**src/rtl/ysyx_22051013_fetch_buf.sv**
```systemverilog
// ---------------------------------------------------------------------------
// ysyx_22051013_fetch_buf
//
// Instruction-fetch front end. Generates sequential fetch PCs, issues
// pipelined requests to instruction memory, collects in-order responses
// into a DEPTH-entry prefetch queue and hands (pc, inst) pairs to decode.
// A redirect flushes the queue and arranges for still-outstanding
// responses to be discarded as they return.
//
// Ports:
//   clk, rst           clock; synchronous active-low reset
//   req_valid/ready    fetch request handshake, req_addr = fetch PC
//   rsp_valid/data     in-order memory responses, no backpressure
//   out_valid/ready    decode handshake, out_pc/out_inst = queue head
//   redirect/_pc       flush and restart fetch at redirect_pc (low bits cleared)
// ---------------------------------------------------------------------------
module ysyx_22051013_fetch_buf #(
  parameter int unsigned       PC_W     = 64,
  parameter int unsigned       INST_W   = 32,
  parameter int unsigned       DEPTH    = 4,
  parameter logic [PC_W-1:0]   RESET_PC = PC_W'(64'h8000_0000)
) (
  input  logic              clk,
  input  logic              rst,
  output logic              req_valid,
  input  logic              req_ready,
  output logic [PC_W-1:0]   req_addr,
  input  logic              rsp_valid,
  input  logic [INST_W-1:0] rsp_data,
  output logic              out_valid,
  input  logic              out_ready,
  output logic [PC_W-1:0]   out_pc,
  output logic [INST_W-1:0] out_inst,
  input  logic              redirect,
  input  logic [PC_W-1:0]   redirect_pc
);

  localparam int unsigned PTR_W = $clog2(DEPTH);
  localparam int unsigned CNT_W = $clog2(DEPTH + 1);

  typedef logic [PTR_W-1:0] ptr_t;
  typedef logic [CNT_W-1:0] cnt_t;

  logic [PC_W-1:0]   fetch_pc_q, fetch_pc_d;
  ptr_t              alloc_q, alloc_d;
  ptr_t              fill_q, fill_d;
  ptr_t              head_q, head_d;
  cnt_t              used_q, used_d;
  // Allocated slots still waiting for their response.
  cnt_t              pend_q, pend_d;
  // Responses still owed for requests issued before a redirect.
  cnt_t              drop_q, drop_d;
  logic [DEPTH-1:0]  filled_q, filled_d;

  logic [PC_W-1:0]   slot_pc_q   [DEPTH];
  logic [INST_W-1:0] slot_inst_q [DEPTH];

  logic [CNT_W:0]    credit_sum;
  logic              req_fire;
  logic              rsp_fill;
  logic              rsp_drop;
  logic              out_fire;

  // Every request reserves room for its response: live entries plus
  // responses still to be dropped may never exceed DEPTH.
  assign credit_sum = {1'b0, used_q} + {1'b0, drop_q};
  // rst gates req_valid so nothing is requested while reset is held.
  assign req_valid  = rst && !redirect && (credit_sum < (CNT_W+1)'(DEPTH));
  assign req_addr   = fetch_pc_q;
  assign req_fire   = req_valid && req_ready;

  assign rsp_drop   = rsp_valid && (drop_q != '0);
  assign rsp_fill   = rsp_valid && (drop_q == '0);

  assign out_valid  = (used_q != '0) && filled_q[head_q];
  assign out_pc     = slot_pc_q[head_q];
  assign out_inst   = slot_inst_q[head_q];
  assign out_fire   = out_valid && out_ready;

  always_comb begin
    // NOTE: every next-state signal takes its hold value first, so no path
    // through this block can leave one unassigned and infer a latch.
    fetch_pc_d = fetch_pc_q;
    alloc_d    = alloc_q;
    fill_d     = fill_q;
    head_d     = head_q;
    used_d     = used_q;
    pend_d     = pend_q;
    drop_d     = drop_q;
    filled_d   = filled_q;

    if (redirect) begin
      fetch_pc_d = redirect_pc & ~{{(PC_W-2){1'b0}}, 2'b11};
      alloc_d    = '0;
      fill_d     = '0;
      head_d     = '0;
      used_d     = '0;
      pend_d     = '0;
      filled_d   = '0;
      // Every unanswered request becomes a response to discard; a response
      // arriving right now already settles one of them.
      drop_d     = drop_q + pend_q - cnt_t'(rsp_valid);
    end else begin
      if (req_fire) begin
        fetch_pc_d        = fetch_pc_q + PC_W'(4);
        alloc_d           = alloc_q + ptr_t'(1);
        filled_d[alloc_q] = 1'b0;
      end
      if (rsp_drop) begin
        drop_d = drop_q - cnt_t'(1);
      end
      if (rsp_fill) begin
        filled_d[fill_q] = 1'b1;
        fill_d           = fill_q + ptr_t'(1);
      end
      if (out_fire) begin
        head_d = head_q + ptr_t'(1);
      end
      used_d = used_q + cnt_t'(req_fire) - cnt_t'(out_fire);
      pend_d = pend_q + cnt_t'(req_fire) - cnt_t'(rsp_fill);
    end
  end

  always_ff @(posedge clk) begin
    // NOTE: state registers use non-blocking assignments so every flop
    // samples the pre-edge values regardless of statement order.
    if (!rst) begin
      fetch_pc_q <= RESET_PC;
      alloc_q    <= '0;
      fill_q     <= '0;
      head_q     <= '0;
      used_q     <= '0;
      pend_q     <= '0;
      drop_q     <= '0;
      filled_q   <= '0;
    end else begin
      fetch_pc_q <= fetch_pc_d;
      alloc_q    <= alloc_d;
      fill_q     <= fill_d;
      head_q     <= head_d;
      used_q     <= used_d;
      pend_q     <= pend_d;
      drop_q     <= drop_d;
      filled_q   <= filled_d;
    end
  end

  // Slot payload storage. A redirect leaves it untouched; the filled bits
  // and pointers decide what is visible.
  always_ff @(posedge clk) begin
    if (!rst) begin
      // NOTE: the slot array is reset because out_pc/out_inst are read
      // straight from the head slot and must come out of reset as zero.
      for (int i = 0; i < int'(DEPTH); i++) begin
        slot_pc_q[i]   <= '0;
        slot_inst_q[i] <= '0;
      end
    end else begin
      if (req_fire) begin
        slot_pc_q[alloc_q] <= fetch_pc_q;
      end
      if (rsp_fill && !redirect) begin
        slot_inst_q[fill_q] <= rsp_data;
      end
    end
  end

endmodule

```
**config.mk**
```make
export PLATFORM = sky130hd
export DESIGN_NAME = ysyx_22051013_fetch_buf
export DESIGN_NICKNAME = d
export VERILOG_FILES = /design/src/rtl/ysyx_22051013_fetch_buf.sv
export SDC_FILE = /design/constraint.sdc
export NUM_CORES = 1
export LEC_CHECK = 0
export CAP_MARGIN = 10
export CORE_MARGIN = 2
export CORE_UTILIZATION = 30
export DETAILED_ROUTE_END_ITERATION = 16
export HOLD_SLACK_MARGIN = 0.03
export MAX_ROUTING_LAYER = met4
export PLACE_DENSITY = 0.56
export SYNTH_ARGS = -nofsm -noshare
export SYNTH_HDL_FRONTEND = slang
export SYNTH_SLANG_ARGS = --single-unit
```
**constraint.sdc**
```tcl
create_clock -name clk -period 6.5 [get_ports clk]
set_input_delay 0.65 -clock clk [delete_from_list [all_inputs] [get_ports clk]]
set_output_delay 0.65 -clock clk [all_outputs]
set_load 0.02 [all_outputs]
```
### Yosys cells after proc, flatten, opt, wreduce, memory -nomap -nowiden

Memory sizes are Yosys's and may differ from the RTL's. A register that Yosys moved wholly into a read port is not among the register bits.
Cells that the tools add are included.

| word-level totals | value |
|---|---|
| bits in registers | 83 |
| RAM bits | 384 |
| input port bits | 102 |
| output and inout port bits | 162 |
| memories | 2 |

| cells by class | value |
|---|---|
| $add $sub $neg | 12 |
| $lt $le $gt $ge | 6 |
| mux-type cells | 30 |
| bitwise gates (word level) | 4 |
| reductions and logical operators | 19 |

Memory list:

| memory | depth | bits a word | read ports | clocked after memory_dff | write ports | RTL line | text |
|---|---|---|---|---|---|---|---|
| slot_pc_q | 4 | 64 | 1 | 1 | 4 | 55 | `logic [PC_W-1:0] slot_pc_q [DEPTH];` |
| slot_inst_q | 4 | 32 | 1 | 1 | 4 | 56 | `logic [INST_W-1:0] slot_inst_q [DEPTH];` |

Operator list:

| kind | number |
|---|---|
| $mux W64 | 3 |
| $add A64 B3 Y64 const B | 1 |
| $reduce_or A64 Y1 | 1 |
| $mux W32 | 1 |
| $reduce_or A32 Y1 | 1 |
| $mux W1 | 12 |
| $mux W2 | 6 |
| $mux W4 | 3 |
| $logic_and A1 B1 Y1 | 10 |
| $lt A2 B3 Y1 const B | 3 |
| $sub A3 B1 Y3 | 3 |
| $add A2 B1 Y2 const B | 3 |
| $add A3 B1 Y3 | 2 |
| $mux W3 | 2 |
| $reduce_bool A3 Y1 | 2 |
| $add A3 B3 Y4 | 1 |
| $and A4 B4 Y4 | 1 |
| $demux W1 S2 | 2 |
| $ge A2 B1 Y1 const B | 2 |
| $lt A4 B3 Y1 const B | 1 |
| $not A4 Y4 | 1 |
| $or A4 B4 Y4 | 1 |
| $reduce_bool A2 Y1 | 2 |
| $add A3 B3 Y3 | 1 |
| other kinds (6) | 6 |

### Longest topological paths before layout

| logic depth | value |
|---|---|
| word-level depth | 10 |
| depth in mapped cells | 14 |

### Worst setup path before layout

OpenSTA, ideal clock, no wires.

| path | value |
|---|---|
| kind | in2reg |
| start point | input redirect |
| end point | memory slot_pc_q[2][10] (enable) |
| library setup time | 568 ps |
| data arrival time | 5668 ps |
| data required time | 5932 ps |
| setup slack | 264 ps |
| cell stages on the path | 5 |
| buffers on the path | 1 |
| cells stage by stage | buf_2 > nor2b_4 > and4_4 > nand2_1 > o21ai_0 |

RTL lines:

| what | RTL line | text |
|---|---|---|
| start, declared | 34 | `input logic redirect,` |
| end, declared | 55 |  |

==> reports/metrics.cfg <==
[sta]
slew_viol_final = 0
whs_ns = 0.506
rsz0062_at_grt = no
max_slew.worst_pin.slew_ns = 1.17
finalSetupViolations = 0
finalCritPeriodShare = 0.640
max_slew_margin = 0.217
final.setup_skew_ns = 0.0218
max_freq_mhz = 240
fin_tns_setup_ns = 0
fin_crit_ns = 4.16
hold_violations = 0

[grt]
antenna_found_initial = 4
gr-total-overflow = 0
grt_pass1_vias = 13886
grt_max_degree = 63
gr-usage-all-layers = 0.171
grt_pass1_wl_microns = 90700

[routing]
drc_errors = 0
route.met3.wl_microns = 3110
firstDrtPassIters = 5
drt-total-wl_microns = 60900
antenna_left = 0
met2_length_microns = 30100
drtIter0Drc = 865
met1_length_microns = 26400
via_per_inst = 4.89
route.vias.total = 13386
dr.max_layer_used = met4
wire_per_inst_microns = 22.2

[critical_path]
critPathLaunchType = input port
worst_r2r_path_depth = 6
cp-end-kind = register
worstSetupPathType = input port to register
crit_family = simple AND/OR/NAND/NOR gates
timing.rr.end = slot_pc_q[1][6]
crit_fanout = 62
rrSetupSlack_ns = 2.86
cpMostUsedCell = buf_4
critPathBufInv = 4
cp_data_required_time_ns = 6.69
cpPeakStageDelay_ns = 0.95
worstPathCellList = buf_2 -> buf_4 -> nor2b_4 -> buf_4 -> and4_4 -> inv_2 -> nor3_2 -> nand2b_4
crit_path_top_delay_cell = nand2b_4
rr_startpoint = used_q[2]
arrival_ns = 4.35

[floorplan]
dieArea_sq_um = 72400
die_x_microns = 269
initial_core_util = 0.302
num_rows = 97
fp.coreArea_sq_um = 69800
dieHeight_microns = 269
io_pins = 264

[cts]
cts_buffers = 53
clk_root_buffer_cell = clkbuf_16
clkTransAtPathRegs_ns = 0.06
clockBufferDepth = 3
clock_sinks = 459
cts_tree = built
cts_hold_buffers = 0
cts_setup_buffers = 0
h-tree-depth = 2
cts_resized = 0
clk_latency_ns = 0.59

[yosys]
syn_area_sq_um = 21100
yosysTopAreaCell = edfxtp_1
yosys-top-cells-area = edfxtp_1 (54%), and2_1 (10%), mux4_2 (10%)
synth-async-reset-ratio = 0
synth_edf_count = 376
synth_area_per_cell_sq_um = 13.7
ys_types = 68
ys.flop_type = edfxtp_1
yosys_warnings = 0
ys_ff_latch = 459
synth_top_area_frac = 0.535
ys_seq_area_frac = 0.614
netlist_instances = 1535

[power]
fin_total_pwr_w = 0.00721
leakagePower_nw = 9.30
irDropWorstVdd_mv = 0.187
power.density_nw_per_um2 = 275

[hold_path]
holdPathEnd = filled_q[0]
holdPathStages = 2
hp-start = filled_q[0]
hold_class = register to register

[layout]
mostFrequentLayoutCells = edfxtp_1 (376), and2_1 (352), clkdlybuf4s50_1 (255)
finalNetCount = 1876
layout_commonest_cell = edfxtp_1
drive_gt1_frac = 0.131
area_growth_pct = 24.5
fin_area_sq_um = 26300
fillCellCount = 6608

[placement]
dpl.hpwl_microns = 36300
postPlaceCellArea_sq_um = 24600
gp_congestion = 0.772
port_buffers = 257

[run_status]
outcome = finished, final reports clean

[flow_run]
maxCapViolCount = 0

sequential cells by signal, summed over array words and instances (netlist names), named ones only:
name and flops:
slot_inst_q 128, filled_q 4, slot_pc_q 248, used_q 3
pend_q 3, fill_q 2, head_q 2, req_addr 62
drop_q 3, alloc_q 2
final cells by class:
| cell class | instances | area (sq um) | share of cell area |
|---|---|---|---|
| clock inverters | 34 | 307 | 0.0117 |
| clock buffers | 64 | 1390 | 0.0528 |
| well taps | 940 | 1180 | 0.0448 |
| multi-input cells | 937 | 7580 | 0.289 |
| inverters | 20 | 75.1 | 0.00286 |
| diodes | 3 | 7.51 | 0.000286 |
| repair buffers | 280 | 2760 | 0.105 |
| flip-flops and latches | 459 | 13000 | 0.494 |
worst max path at each step:
stage                   from          endpoint  slack (ns)  cells past startpoint
finish                   rst   slot_pc_q[1][6]        2.34                      8
global route             rst  slot_pc_q[1][12]        2.08                      8
CTS                      rst   slot_pc_q[1][8]        2.27                      8
detailed placement       rst  slot_pc_q[1][26]        1.62                      8
global placement         rst  slot_pc_q[0][25]        1.66                      8
floorplan           redirect  slot_pc_q[2][10]        0.26                      5
routing by layer:
layer,GRT usage,up-vias
met5,-,-
met4,0.0429,0
met3,0.0324,79
met2,0.283,388
met1,0.215,6813
li1,-,6106
tightest hold or removal path: cells and delay by family (launching register included):
family	cells	cell delay, ns
and+or+nand+nor	1	0.08
AOI/OAI and AO/OA	1	0.07
DFF	1	0.33
cells by family (layout without fill, tap and decap cells):
kind of cell             after synthesis  count (layout)  synth area share
XOR/XNOR                              39              39            0.0162
multiplexers                          97              97             0.103
AND/OR/NAND/NOR                      621             621             0.177
adder cells (fa/ha/maj)               23              23            0.0147
other                                  1               7          0.000178
AO/OA/AOI/OAI                        153             153            0.0441
flip-flops                           459             459             0.614
buffers and inverters                142             398            0.0308
power breakdown:
group / switching, W / internal [W] / total [W]
logic: 0.000464 / 0.000353 / 0.000817
clock network: 0.00122 / 0.00172 / 0.00294
registers: 0.000110 / 0.00335 / 0.00346
Yosys cell counts (all sizes together), types with 11 or more instances:
| cell | n |
|---|---|
| clkbuf | 88 |
| dfxtp | 83 |
| xor2 | 22 |
| and4 | 11 |
| inv | 19 |
| nand3 | 34 |
| nand2 | 59 |
| o22ai | 13 |
| ha | 20 |
| a21oi | 43 |
| edfxtp | 376 |
| nand4 | 28 |
| mux4 | 95 |
| nor2 | 42 |
| and2 | 358 |
| o21ai | 39 |
| xnor2 | 17 |
| a31oi | 19 |
| nor3 | 14 |
| and3 | 52 |
| buf | 32 |
through the flow:
| step | worst slack, ns | std cells | utilization |
|---|---|---|---|
| 6_report | 2.34 | 2737 | 0.376 |
| 5_1_grt | 2.08 | 2737 | 0.376 |
| 4_1_cts | 2.27 | 2734 | 0.376 |
| 3_5_place_dp | 1.62 | 2636 | 0.352 |
| 3_3_place_gp | 1.66 | 2636 | 0.352 |
| 2_1_floorplan | 0.264 | 1538 | - |
Power figures use the tool's default switching activity.
